==> src/rtl/hs_ram_arbiter.sv <==
// Hiscore/CPU single-port RAM arbiter with a guard-gap handover FSM.
// Optional watchdog on the hand-over wait: define HS_ARB_TIMEOUT_EN.
module hs_ram_arbiter #(
   parameter int ADDR_W = 16,
   parameter int GUARD  = 4
) (
   input  logic              clk_sys,
   input  logic              reset_n,
   input  logic [ADDR_W-1:0] cpu_addr,
   input  logic [7:0]        cpu_din,
   input  logic              cpu_we,
   input  logic              cpu_mreq,
   input  logic              hs_req,
   input  logic [ADDR_W-1:0] hs_addr,
   input  logic [7:0]        hs_din,
   input  logic              hs_we,
   input  logic              hs_strobe,
   output logic [ADDR_W-1:0] ram_addr,
   output logic [7:0]        ram_din,
   output logic              ram_we,
   input  logic [7:0]        ram_dout,
   output logic              pause_cpu,
   output logic              hs_grant,
   output logic [7:0]        hs_dout,
   output logic              hs_ack
`ifdef HS_ARB_TIMEOUT_EN
   ,
   output logic              hs_timeout
`endif
);

   typedef enum logic [2:0] {
      S_IDLE,
      S_HOLD,
      S_GUARD,
      S_GRANT,
      S_DRAIN
   } state_t;

   localparam logic [3:0] GUARD_LD = 4'(GUARD - 1);

   state_t     state;
   state_t     state_nx;
   logic [3:0] cnt;
   logic [3:0] cnt_nx;
   logic [1:0] sync;
   logic       run;
   logic       wd_fire;
   logic       waiting;

   // Reset is applied asynchronously but released through two flops.
   always_ff @(posedge clk_sys or negedge reset_n) begin
      if (!reset_n) begin
         sync <= 2'b00;
      end else begin
         sync <= {sync[0], 1'b1};
      end
   end

   assign run     = sync[1];
   assign waiting = (state == S_HOLD) || (state == S_GUARD);

`ifdef HS_ARB_TIMEOUT_EN
   logic [15:0] wd;

   assign wd_fire = waiting && (wd == 16'hFFFE);

   always_ff @(posedge clk_sys or negedge reset_n) begin
      if (!reset_n) begin
         wd         <= 16'h0000;
         hs_timeout <= 1'b0;
      end else if (!run) begin
         wd         <= 16'h0000;
         hs_timeout <= 1'b0;
      end else begin
         wd         <= waiting ? wd + 16'd1 : 16'h0000;
         hs_timeout <= wd_fire;
      end
   end
`else
   assign wd_fire = 1'b0;
`endif

   always_comb begin
      state_nx = state;
      cnt_nx   = cnt;
      unique case (state)
         S_IDLE: begin
            if (hs_req) state_nx = S_HOLD;
         end
         S_HOLD: begin
            if (!hs_req || wd_fire) begin
               state_nx = S_DRAIN;
            end else if (!cpu_mreq) begin
               cnt_nx   = GUARD_LD;
               state_nx = S_GUARD;
            end
         end
         S_GUARD: begin
            if (!hs_req || wd_fire) begin
               state_nx = S_DRAIN;
            end else if (cpu_mreq) begin
               state_nx = S_HOLD;
            end else if (cnt == 4'd0) begin
               state_nx = S_GRANT;
            end else begin
               cnt_nx = cnt - 4'd1;
            end
         end
         S_GRANT: begin
            if (!hs_req) state_nx = S_DRAIN;
         end
         S_DRAIN: begin
            state_nx = S_IDLE;
         end
         default: begin
            state_nx = S_IDLE;
         end
      endcase
   end

   // Grant drops with hs_req so the port is never driven by a leaving owner.
   assign pause_cpu = (state != S_IDLE);
   assign hs_grant  = (state == S_GRANT) && hs_req;
   assign ram_addr  = hs_grant ? hs_addr : cpu_addr;
   assign ram_din   = hs_grant ? hs_din : cpu_din;
   assign ram_we    = hs_grant ? (hs_we & hs_strobe) : cpu_we;

   always_ff @(posedge clk_sys or negedge reset_n) begin
      if (!reset_n) begin
         state   <= S_IDLE;
         cnt     <= 4'd0;
         hs_ack  <= 1'b0;
         hs_dout <= 8'h00;
      end else if (!run) begin
         state   <= S_IDLE;
         cnt     <= 4'd0;
         hs_ack  <= 1'b0;
         hs_dout <= 8'h00;
      end else begin
         state  <= state_nx;
         cnt    <= cnt_nx;
         hs_ack <= hs_grant & hs_strobe;
         // Read data lands on ram_dout in the ack cycle; hold it afterwards.
         if (hs_ack) hs_dout <= ram_dout;
      end
   end

endmodule

==> config.mk <==
export PLATFORM = sky130hd
export DESIGN_NAME = hs_ram_arbiter
export DESIGN_NICKNAME = d
export VERILOG_FILES = /design/src/rtl/hs_ram_arbiter.sv
export SDC_FILE = /design/constraint.sdc
export NUM_CORES = 1
export LEC_CHECK = 0
export ABC_AREA = 1
export ABC_CLOCK_PERIOD_IN_PS = 1650
export BUFFER_PORTS_ARGS = -buffer_cell sky130_fd_sc_hd__buf_4
export CAP_MARGIN = 20
export CORE_ASPECT_RATIO = 0.8
export CORE_MARGIN = 3
export CORE_UTILIZATION = 40
export DETAILED_ROUTE_END_ITERATION = 10
export GPL_ROUTABILITY_DRIVEN = 1
export PLACE_DENSITY = 0.91
export SYNTH_ARGS = -nofsm -noshare
export SYNTH_HDL_FRONTEND = slang
export SYNTH_SLANG_ARGS = --single-unit
==> constraint.sdc <==
create_clock -name clk_sys -period 1.65 [get_ports clk_sys]
set_clock_uncertainty 0.15 [all_clocks]
set_input_delay 0 -clock clk_sys [delete_from_list [all_inputs] [get_ports clk_sys]]
set_output_delay 0 -clock clk_sys [all_outputs]
set_load 0.01 [all_outputs]
==> qor.yml, run 1 <==
drtIter0Drc: 125
fmax_mhz: 622
grt_use_total_pct: 22.9
core_region_area_um2: 2940
cpMaxStageDelayCell: "dfrtp_1"
final_common_cell: "buf_4"
period_needed_ns: 1.61
die_width_um: 70.0
dp.final_hpwl_mm: 3.48
syn_to_final_growth_pct: 72.4
whs_ns: 0.0240
status: "completed"
drive_gt1_share_pct: 40.1
fin_setup_tns_ns: 0
clkSlewWorstSetupHoldPaths_ns: 0.07
required_ns: 1.50
synth_area_um2: 1310
clockPowerShare_pct: 22.3
cts_tree: "done"
cap_violations: 0
routed_via_density: 4.79
cts-root-buf: "clkbuf_8"
critical-path-top-cell-by-count: "nand2_1"
worst-path-buf-inv: 3
p_seq_share_pct: 34.4
critPathLaunchType: "register"
rows: 17
crit_chain: "inv_2 > nand3_4 > nor2_8 > buf_12 > nand2_1 > nand2_1 > buf_4"
report.final.slew_viol_count: 0
grt_max_degree: 26
path_max_fanout: 17
avgRoutedWirePerCell_um: 13.6
diodes: 0
syn_inst: 203
nets: 380
crit_arrival_ns: 1.46
grt_pass1_wl_mm: 7.56
combPwrFrac_pct: 43.4
ys_top_cells_by_area: "dfrtp_1 34%, nand2_1 27%, nand3_1 6.9%"
clk_path_buf_depth: 2
grt_pass1_vias: 1702
critical_path_class: "register to primary output"
power_density_nw_per_um2: 689
syn-num-nets: 268
cp-end-kind: "primary output"
yosysUniqueCellTypes: 23
cts_made_buffers: 3
ir_worst_vdd_v: 0.000487
design.die.area_um2: 4000
num_vias: 1685
slowest_delay_ns: 0.42
final_cell_mix: "103 x buf_4, 93 x nand2_1, 18 x nand3_1, 16 x dfrtp_1"
crit-reg2reg-launch: "sync[1]"
finalHoldViolCount: 0
switching_share_pct: 34.8
startpoint: "state[2]"
hp-class: "input port to async pin"
synth-seq-area-share_pct: 34.4
wl_mm: 4.78
overflow: 0
intPower_uw: 1020
cellLeakagePower_uw: 0.00126
io_pins: 99
synth_top_area_share_pct: 34.4
drtPass1Iterations: 4
stdcell_count: 352
numClockSinks: 18
ant_nets: 0
gp_congestion: 0.902
fin_crit_sh_pct: 97.5
yosysWarnings: 0
grt_antenna_before_repair: 0
clock_latency_ns: 0.25
die_h_um: 57.2
rsz0062_at_grt: "true"
path_delay_family: "flip-flops"
initial_core_util_pct: 44.6
yosys.area.top_type: "dfrtp_1"
post-route-drc-count: 0
synth_seq_cells: 18
p_sw_uw: 541
h-tree-depth: 1
port_buffers: 98
setup_viol: 0
syn_area_per_cell_um2: 6.45
dpl.cell_count: 335
[cell type report]
class,instances,area (um2)
Clock buffer,4,55.1
Fill cell,197,677
Inverter,20,80.1
Multi-Input combinational cell,158,729
Sequential cell,18,453
Tap cell,38,47.5
Timing Repair Buffer,114,893
[path summary, 6_finish.rpt]
| kind | endpoint | slack, ns | cells past startpoint |
|---|---|---|---|
| max in group asynchronous | state[1] | 1.13 | 2 |
| worst min-delay path | state[0] | 0.02 | 2 |
| worst max register to register | hs_dout[5] | 0.15 | 3 |
| worst min register to register | sync[1] | 0.21 | 0 |
| worst max-delay path | ram_din[7] | 0.04 | 7 |
| min in group clk_sys | state[1] | 0.03 | 6 |
[layer usage]
layer  share of wire [%]  up-vias  global-route usage [%]
met5                   0        -                       0
met4                 2.3        0                    7.65
met3                 5.2       14                    2.99
met2                  55       64                    43.3
met1                  38      763                    26.8
li1                    -      844                       -
[worst register-to-register path, stage by stage, from the launching register on]
cell and delay (ns):
dfrtp_1 0.56, inv_1 0.10, or2_0 0.33, o21ai_0 0.26
[registers in the layout, indices dropped and copies added, names as in the netlist]
name,cells
cnt,4
hs_ack,1
sync,2
hs_dout,8
state,3
[power groups by stage]
stage               sequential (uW)  combinational [uW]  clock (uW)
finish                          535                 675         347
global route                    540                 748         373
CTS                             528                 664         351
global placement                535                 623           0
detailed placement              536                 635           0
floorplan                       524                 354           0
[repair_timing]
action                                  CTS  global route
buffers inserted                          2             1
pin swaps                                 1             1
endpoints found under the hold margin    27             0
cloned                                    0             0
endpoints found under the setup margin   25            26
resized for setup                         2             7
hold buffers                             10             0
[cells in the mapped netlist]
cell,instances
conb_1,1
nor2_4,1
nor2_1,16
ha_1,2
o21ai_0,10
nor2_2,4
a21oi_1,4
inv_1,16
nand3_4,1
or2_0,1
inv_4,1
inv_2,3
nand3_1,18
nand2_1,94
nand3_2,2
nand4_1,1
buf_6,4
clkbuf_1,2
buf_2,1
dfrtp_1,18
xnor2_1,1
nand3b_1,1
nor2_8,1
[cell families after synthesis]
group | Yosys count | synth area share [%]
XOR/XNOR | 1 | 0.669
flip-flops | 18 | 34.4
AO/OA/AOI/OAI | 14 | 5.35
AND/OR/NAND/NOR | 140 | 47.1
other | 1 | 0.286
buffers and inverters | 27 | 10.3
adder cells (fa/ha/maj) | 2 | 1.91
[through the flow]
step	area (um2)	worst slack, ns	total power (uW)	util, %
global placement	2060	0.205	1160	70.1
finish	2260	0.0419	1560	76.9
global route	2260	-0.0486	1660	76.9
floorplan	1310	0.329	878	-
CTS	2240	0.000591	1540	76.2
detailed placement	2060	0.167	1170	70.1
(Power assumes the default switching activity.)
==> run 2, diff against run 1 <==
--- a/config.mk
+++ b/config.mk
@@ -5,16 +5,16 @@
 export SDC_FILE = /design/constraint.sdc
 export NUM_CORES = 1
 export LEC_CHECK = 0
-export ABC_AREA = 1
 export ABC_CLOCK_PERIOD_IN_PS = 1650
 export BUFFER_PORTS_ARGS = -buffer_cell sky130_fd_sc_hd__buf_4
 export CAP_MARGIN = 20
 export CORE_ASPECT_RATIO = 0.8
 export CORE_MARGIN = 3
-export CORE_UTILIZATION = 40
+export CORE_UTILIZATION = 37
 export DETAILED_ROUTE_END_ITERATION = 10
 export GPL_ROUTABILITY_DRIVEN = 1
-export PLACE_DENSITY = 0.91
+export PLACE_DENSITY = 0.9
 export SYNTH_ARGS = -nofsm -noshare
 export SYNTH_HDL_FRONTEND = slang
 export SYNTH_SLANG_ARGS = --single-unit
+export TNS_END_PERCENT = 5
==> constraint.sdc (replaced) <==
create_clock -name clk_sys -period 1.65 [get_ports clk_sys]
set_clock_uncertainty 0.15 [all_clocks]
set_input_delay 0 -clock clk_sys [delete_from_list [all_inputs] [get_ports clk_sys]]
set_output_delay 0 -clock clk_sys [all_outputs]
set_load 0.02 [all_outputs]
==> qor.yml, run 2 <==
clock_latency_ns: 0.25
rsz0062_at_grt: "true"
die_h_um: 55.3
grt_antenna_before_repair: 0
wl_mm: 3.77
port_buffers: 98
drive_gt1_share_pct: 42.4
finalHoldViolCount: 0
largest_register: "hs_dout"
critPathLaunchType: "register"
yosysUniqueCellTypes: 28
slowest_delay_ns: 0.40
io_pins: 99
numClockSinks: 18
report.final.slew_viol_count: 0
fin_crit_sh_pct: 106
ant_nets: 0
routed_via_density: 4.57
design.die.area_um2: 3730
dp.final_hpwl_mm: 2.81
rows: 17
cap_violations: 0
crit_chain: "or3b_4 > a311o_1 > a311o_1"
synth_edf_count: 0
hp-class: "input port to async pin"
regArea_um2: 453
yosys.cell_count.top_type: "nand2_1"
grt_max_degree: 27
clkSlewWorstSetupHoldPaths_ns: 0.06
path_delay_family: "compound AO/OA/AOI/OAI gates"
syn-num-nets: 219
reg2reg_slack_ns: -0.09
largest_reg_flops: 8
initial_core_util_pct: 39.7
grt_pass1_vias: 1386
layout_setup_ws_ns: -0.0912
post-route-util_pct: 73.7
drtPass1Iterations: 4
r2r-end: "cnt[3]"
num-fill-cells: 229
overflow: 0
final_common_cell: "buf_4"
post-route-drc-count: 0
avgRoutedWirePerCell_um: 12.6
synth_top_area_share_pct: 40.1
cellLeakagePower_uw: 0.00113
synthArstFlopShare_pct: 100
globalRoute.busiestLayer: "met2"
cts_tree: "done"
cp_num_cells: 3
fmax_mhz: 574
worst-path-buf-inv: 0
reg_top3: "hs_dout: 8 flops, cnt: 4 flops, state: 3 flops"
critical-path-top-cell-by-count: "a311o_1"
period_needed_ns: 1.74
die_width_um: 67.6
ys_top_cells_by_area: "dfrtp_1 40%, nand2_1 25%, mux2i_1 7.1%"
synthTopCellsByCount: "75 x nand2_1, 18 x dfrtp_1, 13 x nor2_1"
core_region_area_um2: 2830
status: "finished, violations left"
path_max_fanout: 4
nets: 329
use_met2_pct: 36.8
diodes: 0
syn_area_per_cell_um2: 7.29
num_vias: 1371
drtIter0Drc: 41
clk_path_buf_depth: 2
cts-root-buf: "clkbuf_8"
yosys.area.top_type: "dfrtp_1"
failed_checks: "setup timing"
ir_worst_vdd_v: 0.000556
power_density_nw_per_um2: 509
r2r_cells: 3
grt_pass1_wl_mm: 5.95
critical_path_class: "register to register"
syn_to_final_growth_pct: 85.8
grt_use_total_pct: 20.4
yosysWarnings: 0
h-tree-depth: 1
cp-end-kind: "register"
synth_area_um2: 1120
ys.flop_type: "dfrtp_1"
crit_arrival_ns: 1.73
cts_made_buffers: 3
setup_viol: 5
whs_ns: 0.00583
final_cell_mix: "100 x buf_4, 75 x nand2_1, 16 x dfrtp_1, 12 x nor2_1, 12 x dlygate4sd3_1"
required_ns: 1.64
post_cts_buffers: 0
cpMaxStageDelayCell: "dfrtp_1"
synth_seq_cells: 18
grtUsageMet1_pct: 23.3
gp_congestion: 0.847
met3_usage_pct: 6.10
crit-reg2reg-launch: "state[2]"
syn_inst: 154
multi_input_area_um2: 633
synth-seq-area-share_pct: 40.1
==> run 2: metal layers <==
metal | share of wire (%) | wire [um]
met1 | 39 | 1480
met2 | 50 | 1870
met3 | 9.9 | 373
met4 | 0.96 | 36
met5 | 0 | 0
==> run 2: timing repair <==
item                                    CTS  global route
resized for setup                         3             3
hold buffers                             12             0
hold endpoints to repair                 30             0
endpoints found under the setup margin   24            29
==> run 2: worst max path at each step <==
stage          startpoint     end  slack [ns]
4_1_cts          state[2]  cnt[3]       -0.08
3_3_place_gp     state[2]  cnt[3]       -0.05
3_5_place_dp     state[2]  cnt[3]        -0.1
5_1_grt          state[2]  cnt[3]       -0.14
6_report         state[2]  cnt[3]       -0.09
2_1_floorplan    state[2]  cnt[3]       -0.02
==> run 2: power by group <==
group	switching [uW]	total [uW]	internal, uW
logic	126	306	180
clock network	138	300	162
registers	7.32	455	448
total	272	1060	790
==> run 2: cell families (layout without fill, tap and decap cells) <==
family / count (synthesis) / count (layout) / synth area share [%]
adder cells (fa/ha/maj): 3 / 3 / 3.12
AO/OA/AOI/OAI: 9 / 9 / 6.13
other: 1 / 1 / 0.334
AND/OR/NAND/NOR: 100 / 100 / 36.8
buffers and inverters: 13 / 121 / 4.57
XOR/XNOR: 1 / 1 / 0.781
flip-flops: 18 / 18 / 40.1
multiplexers: 9 / 9 / 8.14
==> run 2: metrics by stage <==
stage	std cells	total power, uW	worst slack, ns	cell area (um2)	TNS (ns)
2_1_floorplan	154	558	-0.0155	1120	-0.0155
3_3_place_gp	285	737	-0.0504	1910	-0.0807
3_5_place_dp	285	742	-0.0961	1910	-0.241
4_1_cts	300	1060	-0.0793	2080	-0.194
5_1_grt	300	1110	-0.136	2090	-2.16
6_report	300	1060	-0.0912	2090	-0.228
==> run 2: area by class of cell <==
cell class | instances | area share [%]
Clock buffer | 3 | 1.98
Inverter | 5 | 0.960
Multi-Input combinational cell | 123 | 30.4
Sequential cell | 18 | 21.7
Tap cell | 38 | 2.28
Timing Repair Buffer | 113 | 42.7
